<file path="config.mk">
export PLATFORM = sky130hd
export DESIGN_NAME = df_pingpong_buf
export DESIGN_NICKNAME = d
export VERILOG_FILES = /design/src/rtl/df_pingpong_buf.sv
export SDC_FILE = /design/constraint.sdc
export NUM_CORES = 1
export LEC_CHECK = 0
export ABC_CLOCK_PERIOD_IN_PS = 2700
export BUFFER_PORTS_ARGS = -buffer_cell sky130_fd_sc_hd__buf_2
export CAP_MARGIN = 10
export CORE_AREA = 2 2 278 280
export CTS_CLUSTER_DIAMETER = 150
export CTS_CLUSTER_SIZE = 14
export DETAILED_ROUTE_END_ITERATION = 8
export DIE_AREA = 0 0 280 282
export SYNTH_ARGS = -nofsm -noshare
export SYNTH_HDL_FRONTEND = slang
export SYNTH_SLANG_ARGS = --single-unit
export TNS_END_PERCENT = 5
</file>
<file path="constraint.sdc">
create_clock -name clk -period 2.7 [get_ports clk]
set_input_delay 0 -clock clk [delete_from_list [all_inputs] [get_ports clk]]
set_output_delay 0 -clock clk [all_outputs]
set_load 0.03 [all_outputs]
</file>
<file path="src/rtl/df_pingpong_buf.sv">
// ----------------------------------------------------------------------------
// df_pingpong_buf
//   Two-bank ping-pong buffer between H.264-style reconstruction (writer, one
//   4x4 block per cycle) and the deblocking filter (reader, one 4-pixel row
//   per cycle). Each bank holds BLK_NUM blocks in an external single-port RAM
//   driven through active-low strobes. The writer fills bank wsel while the
//   reader drains bank rsel; wr_mb_done / rd_mb_done hand banks across.
//
//   Parameters
//     PIX_W   bits per pixel
//     BLK_NUM blocks per bank (1..32)
//     ADDR_W  RAM address width, BLK_NUM <= 2**ADDR_W
//
//   Ports
//     clk, reset_n                 clock, async active-low reset
//     wr_valid/wr_ready/wr_addr/wr_data/wr_mb_done   writer side
//     rd_req/rd_addr/rd_row/rd_mb_done/rd_avail      reader request side
//     rd_valid/rd_data             registered row, 2 cycles after request
//     ram{0,1}_wr_n/_rd_n/_addr/_din/_dout           external bank RAMs
//     err                          sticky protocol error
//
//   Build option
//     DF_PINGPONG_ERR_EN  when defined, handshake violations (request on an
//     unavailable bank, early mb_done) also set err; otherwise only
//     out-of-range block addresses do.
// ----------------------------------------------------------------------------

// Per-bank slice: ownership state machine plus the RAM port mux.
module df_pp_bank #(
    parameter int ADDR_W = 5,
    parameter int BLK_W  = 128
) (
    input  logic              clk,
    input  logic              reset_n,
    input  logic              wr_own,     // this bank is bank wsel
    input  logic              rd_own,     // this bank is bank rsel
    input  logic              wr_fire,
    input  logic              rd_fire,
    input  logic              wr_done,
    input  logic              rd_done,
    input  logic [ADDR_W-1:0] wr_addr,
    input  logic [ADDR_W-1:0] rd_addr,
    input  logic [BLK_W-1:0]  wr_data,
    output logic              is_empty,
    output logic              is_full,
    output logic              is_reading,
    output logic              ram_wr_n,
    output logic              ram_rd_n,
    output logic [ADDR_W-1:0] ram_addr,
    output logic [BLK_W-1:0]  ram_din
);
    typedef enum logic [1:0] {
        ST_EMPTY   = 2'd0,
        ST_FULL    = 2'd1,
        ST_READING = 2'd2
    } bank_st_e;

    bank_st_e state_q, state_d;
    logic     wr_hit, rd_hit;

    always_ff @(posedge clk or negedge reset_n) begin
        if (!reset_n) state_q <= ST_EMPTY;
        else          state_q <= state_d;
    end

    // Writer and reader never own the same bank in a legal state (writer
    // needs EMPTY, reader needs FULL/READING), so transitions cannot collide.
    always_comb begin
        state_d = state_q;
        case (state_q)
            ST_EMPTY:   if (wr_own && wr_done) state_d = ST_FULL;
            ST_FULL:    if (rd_own && rd_fire) state_d = ST_READING;
            ST_READING: if (rd_own && rd_done) state_d = ST_EMPTY;
            default:    state_d = ST_EMPTY;
        endcase
    end

    assign is_empty   = (state_q == ST_EMPTY);
    assign is_full    = (state_q == ST_FULL);
    assign is_reading = (state_q == ST_READING);

    // Strobes are forced high while reset is asserted, independent of inputs.
    assign wr_hit   = reset_n & wr_own & wr_fire;
    assign rd_hit   = reset_n & rd_own & rd_fire;
    assign ram_wr_n = ~wr_hit;
    assign ram_rd_n = ~rd_hit;
    assign ram_addr = wr_hit ? wr_addr : (rd_hit ? rd_addr : '0);
    assign ram_din  = wr_hit ? wr_data : '0;
endmodule

module df_pingpong_buf #(
    parameter int PIX_W   = 8,
    parameter int BLK_NUM = 26,
    parameter int ADDR_W  = 5
) (
    input  logic                clk,
    input  logic                reset_n,
    input  logic                wr_valid,
    output logic                wr_ready,
    input  logic [ADDR_W-1:0]   wr_addr,
    input  logic [16*PIX_W-1:0] wr_data,
    input  logic                wr_mb_done,
    input  logic                rd_req,
    input  logic [ADDR_W-1:0]   rd_addr,
    input  logic [1:0]          rd_row,
    input  logic                rd_mb_done,
    output logic                rd_avail,
    output logic                rd_valid,
    output logic [4*PIX_W-1:0]  rd_data,
    output logic                ram0_wr_n,
    output logic                ram0_rd_n,
    output logic [ADDR_W-1:0]   ram0_addr,
    output logic [16*PIX_W-1:0] ram0_din,
    input  logic [16*PIX_W-1:0] ram0_dout,
    output logic                ram1_wr_n,
    output logic                ram1_rd_n,
    output logic [ADDR_W-1:0]   ram1_addr,
    output logic [16*PIX_W-1:0] ram1_din,
    input  logic [16*PIX_W-1:0] ram1_dout,
    output logic                err
);
    localparam int BLK_W     = 16 * PIX_W;
    localparam int ROW_W     = 4 * PIX_W;
    localparam int NUM_BANKS = 2;
    localparam int RD_STAGES = 1;   // vld_pipe[0]: RAM access, [1]: rd_data

    typedef struct packed {
        logic       bank;
        logic [1:0] row;
    } rd_tag_t;

    logic                    wsel, rsel;
    logic [NUM_BANKS-1:0]    bank_empty, bank_full, bank_reading;
    logic [NUM_BANKS-1:0]    ram_wr_n_v, ram_rd_n_v;
    logic [ADDR_W-1:0]       ram_addr_v [NUM_BANKS];
    logic [BLK_W-1:0]        ram_din_v  [NUM_BANKS];
    logic                    wr_addr_ok, rd_addr_ok;
    logic                    wr_fire, rd_fire, wr_done_ok, rd_done_ok;
    logic                    err_set;
    logic [RD_STAGES:0]      vld_pipe;
    rd_tag_t                 tag_q;
    logic [3:0][ROW_W-1:0]   blk_rows;

    assign wr_addr_ok = (int'(wr_addr) < BLK_NUM);
    assign rd_addr_ok = (int'(rd_addr) < BLK_NUM);

    assign wr_ready = bank_empty[wsel];
    assign rd_avail = bank_full[rsel] | bank_reading[rsel];

    assign wr_fire    = wr_valid & wr_ready & wr_addr_ok;
    assign rd_fire    = rd_req & rd_avail & rd_addr_ok;
    assign wr_done_ok = wr_mb_done & wr_ready;
    // A bank is only released once the reader has actually started on it.
    assign rd_done_ok = rd_mb_done & bank_reading[rsel];

    for (genvar b = 0; b < NUM_BANKS; b++) begin : g_bank
        localparam logic ID = (b == 1);
        df_pp_bank #(.ADDR_W(ADDR_W), .BLK_W(BLK_W)) u_bank (
            .clk        (clk),
            .reset_n    (reset_n),
            .wr_own     (wsel == ID),
            .rd_own     (rsel == ID),
            .wr_fire    (wr_fire),
            .rd_fire    (rd_fire),
            .wr_done    (wr_done_ok),
            .rd_done    (rd_done_ok),
            .wr_addr    (wr_addr),
            .rd_addr    (rd_addr),
            .wr_data    (wr_data),
            .is_empty   (bank_empty[b]),
            .is_full    (bank_full[b]),
            .is_reading (bank_reading[b]),
            .ram_wr_n   (ram_wr_n_v[b]),
            .ram_rd_n   (ram_rd_n_v[b]),
            .ram_addr   (ram_addr_v[b]),
            .ram_din    (ram_din_v[b])
        );
    end

    assign ram0_wr_n = ram_wr_n_v[0];
    assign ram0_rd_n = ram_rd_n_v[0];
    assign ram0_addr = ram_addr_v[0];
    assign ram0_din  = ram_din_v[0];
    assign ram1_wr_n = ram_wr_n_v[1];
    assign ram1_rd_n = ram_rd_n_v[1];
    assign ram1_addr = ram_addr_v[1];
    assign ram1_din  = ram_din_v[1];

    // Bank selects. wr_mb_done and rd_mb_done act on different banks, so
    // both may land in the same cycle.
    always_ff @(posedge clk or negedge reset_n) begin
        if (!reset_n) begin
            wsel <= 1'b0;
            rsel <= 1'b0;
        end else begin
            if (wr_done_ok) wsel <= ~wsel;
            if (rd_done_ok) rsel <= ~rsel;
        end
    end

    // Read pipeline. The tag remembers which bank/row was asked for so that
    // a read issued just before rd_mb_done still returns the old bank's row.
    // Row 0 sits in the block MSBs, hence the inverted row index.
    assign blk_rows = tag_q.bank ? ram1_dout : ram0_dout;

    always_ff @(posedge clk or negedge reset_n) begin
        if (!reset_n) begin
            vld_pipe <= '0;
            tag_q    <= '0;
            rd_data  <= '0;
        end else begin
            vld_pipe <= {vld_pipe[RD_STAGES-1:0], rd_fire};
            if (rd_fire)     tag_q   <= '{bank: rsel, row: rd_row};
            if (vld_pipe[0]) rd_data <= blk_rows[~tag_q.row];
        end
    end

    assign rd_valid = vld_pipe[RD_STAGES];

    always_comb begin
        err_set = (wr_valid & ~wr_addr_ok) | (rd_req & ~rd_addr_ok);
`ifdef DF_PINGPONG_ERR_EN
        err_set = err_set
                | (rd_req     & ~rd_avail)
                | (wr_valid   & ~wr_ready)
                | (rd_mb_done & ~bank_reading[rsel])
                | (wr_mb_done & ~wr_ready);
`else
        err_set = err_set;
`endif
    end

    always_ff @(posedge clk or negedge reset_n) begin
        if (!reset_n)     err <= 1'b0;
        else if (err_set) err <= 1'b1;
    end
endmodule

</file>
==> results of run 1 <==
==> layout make-up <==
cell class / instances / share of cell area
Antenna cell: 10 / 0.00238
Clock buffer: 6 / 0.0123
Clock inverter: 2 / 0.00572
Inverter: 6 / 0.00215
Multi-Input combinational cell: 471 / 0.386
Sequential cell: 44 / 0.106
Tap cell: 978 / 0.117
Timing Repair Buffer: 738 / 0.369
==> through the flow <==
step                hold slack (ns)  power (W)  instance area, µm²  cells
finish                       0.0407    0.00773               10500   2255
detailed placement            0.243    0.00697               10200   2230
CTS                          0.0167    0.00790               10500   2245
floorplan                    -0.296    0.00516                5490    578
global route                 0.0625    0.00833               10500   2253
global placement              0.235    0.00691               10200   2230
==> layout by cell type (no fill, tap or decap), types with 5 or more instances in the layout <==
cell	n
buf_2	707
and2_1	256
mux4_2	64
dfrtp_1	40
nor2_1	39
a21oi_1	35
mux2i_1	33
buf_4	17
diode_2	10
a32o_1	10
nand2_1	7
dlygate4sd3_1	7
buf_12	7
inv_1	6
clkbuf_16	5
==> Yosys cell counts, types with 2 or more instances <==
cell type,number,area share
dfrtp_1,44,0.20
inv_1,6,0.0041
nor2_1,39,0.027
mux2i_1,33,0.060
a32o_1,10,0.018
nand2_1,7,0.0048
nand3_1,2,0.0018
o21ai_0,3,0.0027
mux2_2,3,0.0062
nand2b_1,3,0.0034
buf_2,10,0.0091
and2_1,256,0.29
mux4_2,64,0.26
a21oi_1,35,0.032
clkbuf_2,6,0.0055
nor2b_1,2,0.0023
xor2_1,2,0.0032
a31oi_1,3,0.0034
buf_4,9,0.012
buf_6,7,0.014
clkbuf_1,24,0.016
==> where the power goes <==
group          internal, W  switching, W
clock network     0.000533      0.000328
logic              0.00231       0.00301
registers         0.000982      0.000560
total              0.00383       0.00390
==> worst min path at each step <==
| stage | startpoint | endpoint | cells past startpoint |
|---|---|---|---|
| after floorplan | reset_n | err | 0 |
| after global routing | rd_req | g_bank[1].u_bank.state_q[1] | 3 |
| after detailed placement | rd_row[0] | tag_q[0] | 2 |
| after CTS | rd_req | g_bank[1].u_bank.state_q[1] | 3 |
| after global placement | rd_row[0] | tag_q[0] | 2 |
| final | rd_req | g_bank[1].u_bank.state_q[1] | 3 |
==> what timing repair did <==
item,CTS,global route
hold buffers,7,0
hold endpoints to repair,26,0
buffers inserted,0,0
==> flip-flops by register name, indices dropped and copies added, names as in the netlist <==
signal and flops:
vld_pipe 2, rsel 1, tag_q 3, g_bank.u_bank.state_q 4
wsel 1, err 1, rd_data 32
==> routing by layer <==
metal | global-route usage | up-vias | part of all wire
met5 | 0 | - | 0.0021
met4 | 0.0439 | 12 | 0.049
met3 | 0.0300 | 80 | 0.088
met2 | 0.152 | 471 | 0.46
met1 | 0.112 | 3299 | 0.40
li1 | - | 3395 | -
==> cell families (layout without fill, tap and decap cells) <==
kind of cell	count (synthesis)	after routing
AND/OR/NAND/NOR	314	314
multiplexers	100	100
AO/OA/AOI/OAI	55	55
flip-flops	44	44
XOR/XNOR	2	2
buffers and inverters	63	752
other	0	10
==> critical path: cells and delay by family (launching register included) <==
family	cells	cell delay, ns
and+or+nand+nor	4	0.92
buffers and inverters	2	0.51
DFF	1	0.45
==> run_results.csv, run 1 <==
group,metric,value,unit
cells_and_area,area.sequential,1110,µm²
sta,clock.fmax,0.448,GHz
synthesis,synth-simple-area-share,0.342,
synthesis,synth_top_family_by_area,"simple AND/OR/NAND/NOR gates",
synthesis,synth_mux_area_frac,0.329,
place,hpwl,35.9,mm
sta,finalSetupTns,0,ns
power_and_ir_drop,power.density,737,nW/µm²
detailed_routing,post_drt_wl_per_cell,17.6,µm
cells_and_area,multi_input_area,4050,µm²
synthesis,synth-main-ff-cell,"dfrtp_1",
die,start_util,0.0725,
cells_and_area,fill_cells,8658,
clocking,cts_buffers,5,
detailed_routing,antenna_left,0,
synthesis,synthXorXnorAreaFrac,0.00319,
clocking,cts_resized,0,
global_routing,grt_antenna_before_repair,35,
global_routing,grt_pass1_wl,51.3,mm
synthesis,ys_types,31,
sta,worst_slew_pin_slew,0.771,ns
cells_and_area,nets,1668,
sta,period_minus_slack,2.23,ns
die,dieArea,79000,µm²
run,cap_violations,0,
synthesis,ys_warn_count,0,
clocking,cts.path.max_buffers,2,
sta,hold_viol,0,
sta,fin_crit_sh,0.827,
sta,slew_headroom,0.486,
synthesis,synthCells,578,
worst_setup_path,critPathMaxFanout,47,
run_status,status,"complete, no violations",
clocking,htree_levels,2,
sta,fin_ws,0.467,ns
sta,rsz0062_at_grt,"no",
cells_and_area,drive_above_1_share,0.643,
worst_setup_path,endpoint_kind,"output port",
synthesis,syn_area_per_cell,9.50,µm²
worst_setup_path,cp-startpoint,"g_bank[1].u_bank.state_q[0]",
clocking,clock_latency,0.32,ns
die,fp.coreArea,75700,µm²
synthesis,async_flop_share,1.00,
global_routing,grt_pass1_vias,6946,
global_routing,track_usage,0.0937,
sta,drv_slew,0,
worst_setup_path,critPathLaunchType,"flip-flop",
synthesis,synth_compound_area_frac,0.0629,
sta,finClkSkew,0.0101,ns
detailed_routing,wl,39.6,mm
worst_setup_path,crit_arrival,2.23,ns
synthesis,synth_edf_count,0,
worst_setup_path,crit_type,"flip-flop to output port",
hold_path,hold_class,"input port to flip-flop",
cells_and_area,area.growth.synth_to_final,91.2,%
worst_setup_path,worstSetupEndpoint,"ram1_din[2]",
detailed_routing,drtPass1Iterations,4,
place,place_congestion,0.854,
detailed_routing,first_iter_violations,270,
worst_setup_path,max_stage_delay,0.47,ns
worst_setup_path,r2r-end,"rd_data[20]",
detailed_routing,num_vias,7257,
clocking,cts_tree,"done",
global_routing,overflow,0,
detailed_routing,viasPerCell,3.22,
worst_setup_path,path_cells,"nor2_1 > nand2_1 > nor2_4 > buf_12 > and2_1 > buf_2",
die,die_w,280,µm
worst_setup_path,r2r-start,"tag_q[0]",
worst_setup_path,worstRegToRegCells,4,
sta,setup_viol_count_final,0,
clocking,cts.sinks,44,
worst_setup_path,cpMaxStageDelayCell,"nor2_4",
place,io_buffers,707,
die,chipHeight,282,µm
power_and_ir_drop,ir_drop,0.000479,V
synthesis,synth-adder-area-share,0,
cells_and_area,fin_util,0.139,
power_and_ir_drop,p_leak,5.55,nW
synthesis,synth_seq_cells,44,
die,ios,708,
synthesis,syn_area,5490,µm²
synthesis,synth_nets,980,
synthesis,seq_area_frac_synth,0.201,
clocking,cts-root-buf,"clkbuf_16",
worst_setup_path,reg2reg_slack,0.70,ns
worst_setup_path,critPathRequiredTime,2.70,ns
place,detailedPlace.worstSlack,0.660,ns
clocking,path_clk_slew,0.07,ns
detailed_routing,remaining_drc_errors,0,
die,row_count,101,
global_routing,grt_max_degree,66,
(Power assumes the default switching activity.)
==> run 2: changes to the inputs <==
--- a/config.mk
+++ b/config.mk
@@ -5,7 +5,7 @@
 export SDC_FILE = /design/constraint.sdc
 export NUM_CORES = 1
 export LEC_CHECK = 0
-export ABC_CLOCK_PERIOD_IN_PS = 2700
+export ABC_CLOCK_PERIOD_IN_PS = 2100
 export BUFFER_PORTS_ARGS = -buffer_cell sky130_fd_sc_hd__buf_2
 export CAP_MARGIN = 10
 export CORE_AREA = 2 2 278 280
==> constraint.sdc (replaced) <==
create_clock -name clk -period 2.1 [get_ports clk]
set_input_delay 0 -clock clk [delete_from_list [all_inputs] [get_ports clk]]
set_output_delay 0 -clock clk [all_outputs]
set_load 0.03 [all_outputs]
==> run_results.csv, run 2 (synthesis results as in run 1) <==
group,metric,value,unit
run_status,status,"complete, no violations",
worst_setup_path,crit_type,"input port to output port",
clocking,path_clk_slew,0.07,ns
detailed_routing,first_iter_violations,326,
cells_and_area,drive_above_1_share,0.648,
worst_setup_path,endpoint_kind,"output port",
power_and_ir_drop,share_comb_of_total_power,0.726,
worst_setup_path,path_cells,"dlygate4sd3_1 > clkbuf_4 > nand3_2 > nor4_4 > buf_4 > clkbuf_16 > and2_1 > buf_2",
sta,hold_viol,0,
sta,drv_slew,0,
global_routing,track_usage,0.0926,
worst_setup_path,max_stage_delay,0.53,ns
worst_setup_path,critPathRequiredTime,2.10,ns
sta,slew_headroom,0.733,
power_and_ir_drop,clockPowerShare,0.099,
cells_and_area,largest_reg_flops,32,
die,ios,708,
worst_setup_path,critPathMaxFanout,33,
clocking,cts.sinks,44,
place,detailedPlace.worstSlack,0.302,ns
worst_setup_path,critPathLaunchType,"input port",
detailed_routing,post_drt_wl_per_cell,18.0,µm
die,die_w,280,µm
detailed_routing,remaining_drc_errors,0,
die,chipHeight,282,µm
sta,fin_ws,0.0921,ns
cells_and_area,nets,1670,
detailed_routing,antenna_left,0,
power_and_ir_drop,power_switching,0.00508,W
clocking,cts_buffers,5,
place,dp.cells,2225,
global_routing,overflow,0,
die,dieArea,79000,µm²
sta,rsz0062_at_grt,"no",
global_routing,grt_pass1_vias,6876,
power_and_ir_drop,ir_drop,0.000489,V
place,place_congestion,0.888,
sta,setup_viol_count_final,0,
sta,clock.fmax,0.498,GHz
clocking,cts_tree,"done",
power_and_ir_drop,p_leak,5.59,nW
cells_and_area,final_cell_mix,"buf_2 (706), and2_1 (255), mux4_2 (64)",
sta,period_minus_slack,2.01,ns
die,start_util,0.0725,
detailed_routing,drtPass1Iterations,4,
sta,fin_crit_sh,0.956,
die,fp.coreArea,75700,µm²
clocking,clock_latency,0.32,ns
clocking,cts-root-buf,"clkbuf_16",
detailed_routing,num_vias,7358,
place,io_buffers,707,
sta,finalSetupTns,0,ns
global_routing,grt_antenna_before_repair,40,
detailed_routing,wl,40.8,mm
cells_and_area,top_register,"rd_data",
cells_and_area,area.growth.synth_to_final,93.3,%
power_and_ir_drop,switching_share,0.508,
cells_and_area,stdcell_count,2264,
sta,finClkSkew,0.00960,ns
clocking,htree_levels,2,
hold_path,hold_class,"input port to flip-flop",
die,row_count,101,
power_and_ir_drop,power_frac_seq,0.175,
cells_and_area,final_common_cell,"buf_2",
place,hpwl,35.7,mm
sta,holdWs,0.0399,ns
worst_setup_path,crit_arrival,2.01,ns
power_and_ir_drop,power.internal,0.00491,W
run,cap_violations,0,
global_routing,grt_max_degree,135,
power_and_ir_drop,power.density,942,nW/µm²
detailed_routing,viasPerCell,3.25,
clocking,cts.path.max_buffers,2,
sta,worst_slew_pin_slew,0.400,ns
worst_setup_path,cpMaxStageDelayCell,"dlygate4sd3_1",
cells_and_area,reg_top3,"rd_data (32), g_bank.u_bank.state_q (4), tag_q (3)",
global_routing,grt_pass1_wl,50.8,mm
## run 2: changes by cell type in the layout (fill, tap and decap cells not counted), sizes merged
cell and delta:
clkinvlp +1, bufinv -1, dlygate4sd3 -1, buf -2
diode +7, dlymetal6s4s +1, clkinv +1, clkbuf +3
## run 2: through the flow
stage	instance area, µm²	util	total power [W]
after floorplan	5490	-	0.00664
after global placement	10200	0.134	0.00890
after detailed placement	10200	0.134	0.00896
after CTS	10400	0.138	0.0101
after global routing	10600	0.140	0.0108
final	10600	0.140	0.0100
## run 2: timing repair
action,in CTS,in global routing
hold buffers,7,0
setup endpoints to repair,1,82
resized for setup,0,15
buffers inserted,0,3
gates cloned,0,4
endpoints found under the hold margin,31,0
pin swaps,1,2
## run 2: worst max-delay path, delay by kind of cell
family,cells,cell delay [ns]
and+or+nand+nor,3,0.61
buffers and inverters,5,1.38
## run 2: cell type report
cell class / instances / area, µm²
clock inverters: 3 / 42.5
clock buffers: 5 / 125
flip-flops and latches: 44 / 1110
inverters: 6 / 22.5
multi-input cells: 471 / 4060
diodes: 17 / 42.5
repair buffers: 740 / 3990
fillers: 8637 / 65100
well taps: 978 / 1220
## run 2: power by group through the flow
stage	clock network, W	logic, W	registers (W)
3_3_place_gp	0	0.00714	0.00176
4_1_cts	0.00108	0.00721	0.00177
5_1_grt	0.00109	0.00784	0.00183
3_5_place_dp	0	0.00719	0.00176
6_report	0.000987	0.00726	0.00175
2_1_floorplan	0	0.00459	0.00205
## run 2: layer usage
| layer | routed length [µm] | global-route usage |
|---|---|---|
| met1 | 15200 | 0.104 |
| met2 | 18600 | 0.145 |
| met3 | 4750 | 0.0415 |
| met4 | 2140 | 0.0531 |
| met5 | 93 | 0 |
## run 2: worst paths after layout
| check | start | slack (ns) | end | depth (start not counted) |
|---|---|---|---|---|
| max | reset_n | 0.09 | ram0_din[84] | 8 |
| min | rd_req | 0.04 | g_bank[1].u_bank.state_q[1] | 3 |
| max reg2reg | tag_q[0] | 0.31 | rd_data[14] | 4 |
| min reg2reg | rd_data[24] | 0.52 | rd_data[24] | 2 |
| max in group asynchronous | reset_n | 1.17 | vld_pipe[1] | 4 |
| min in group asynchronous | reset_n | 0.35 | rd_data[13] | 3 |
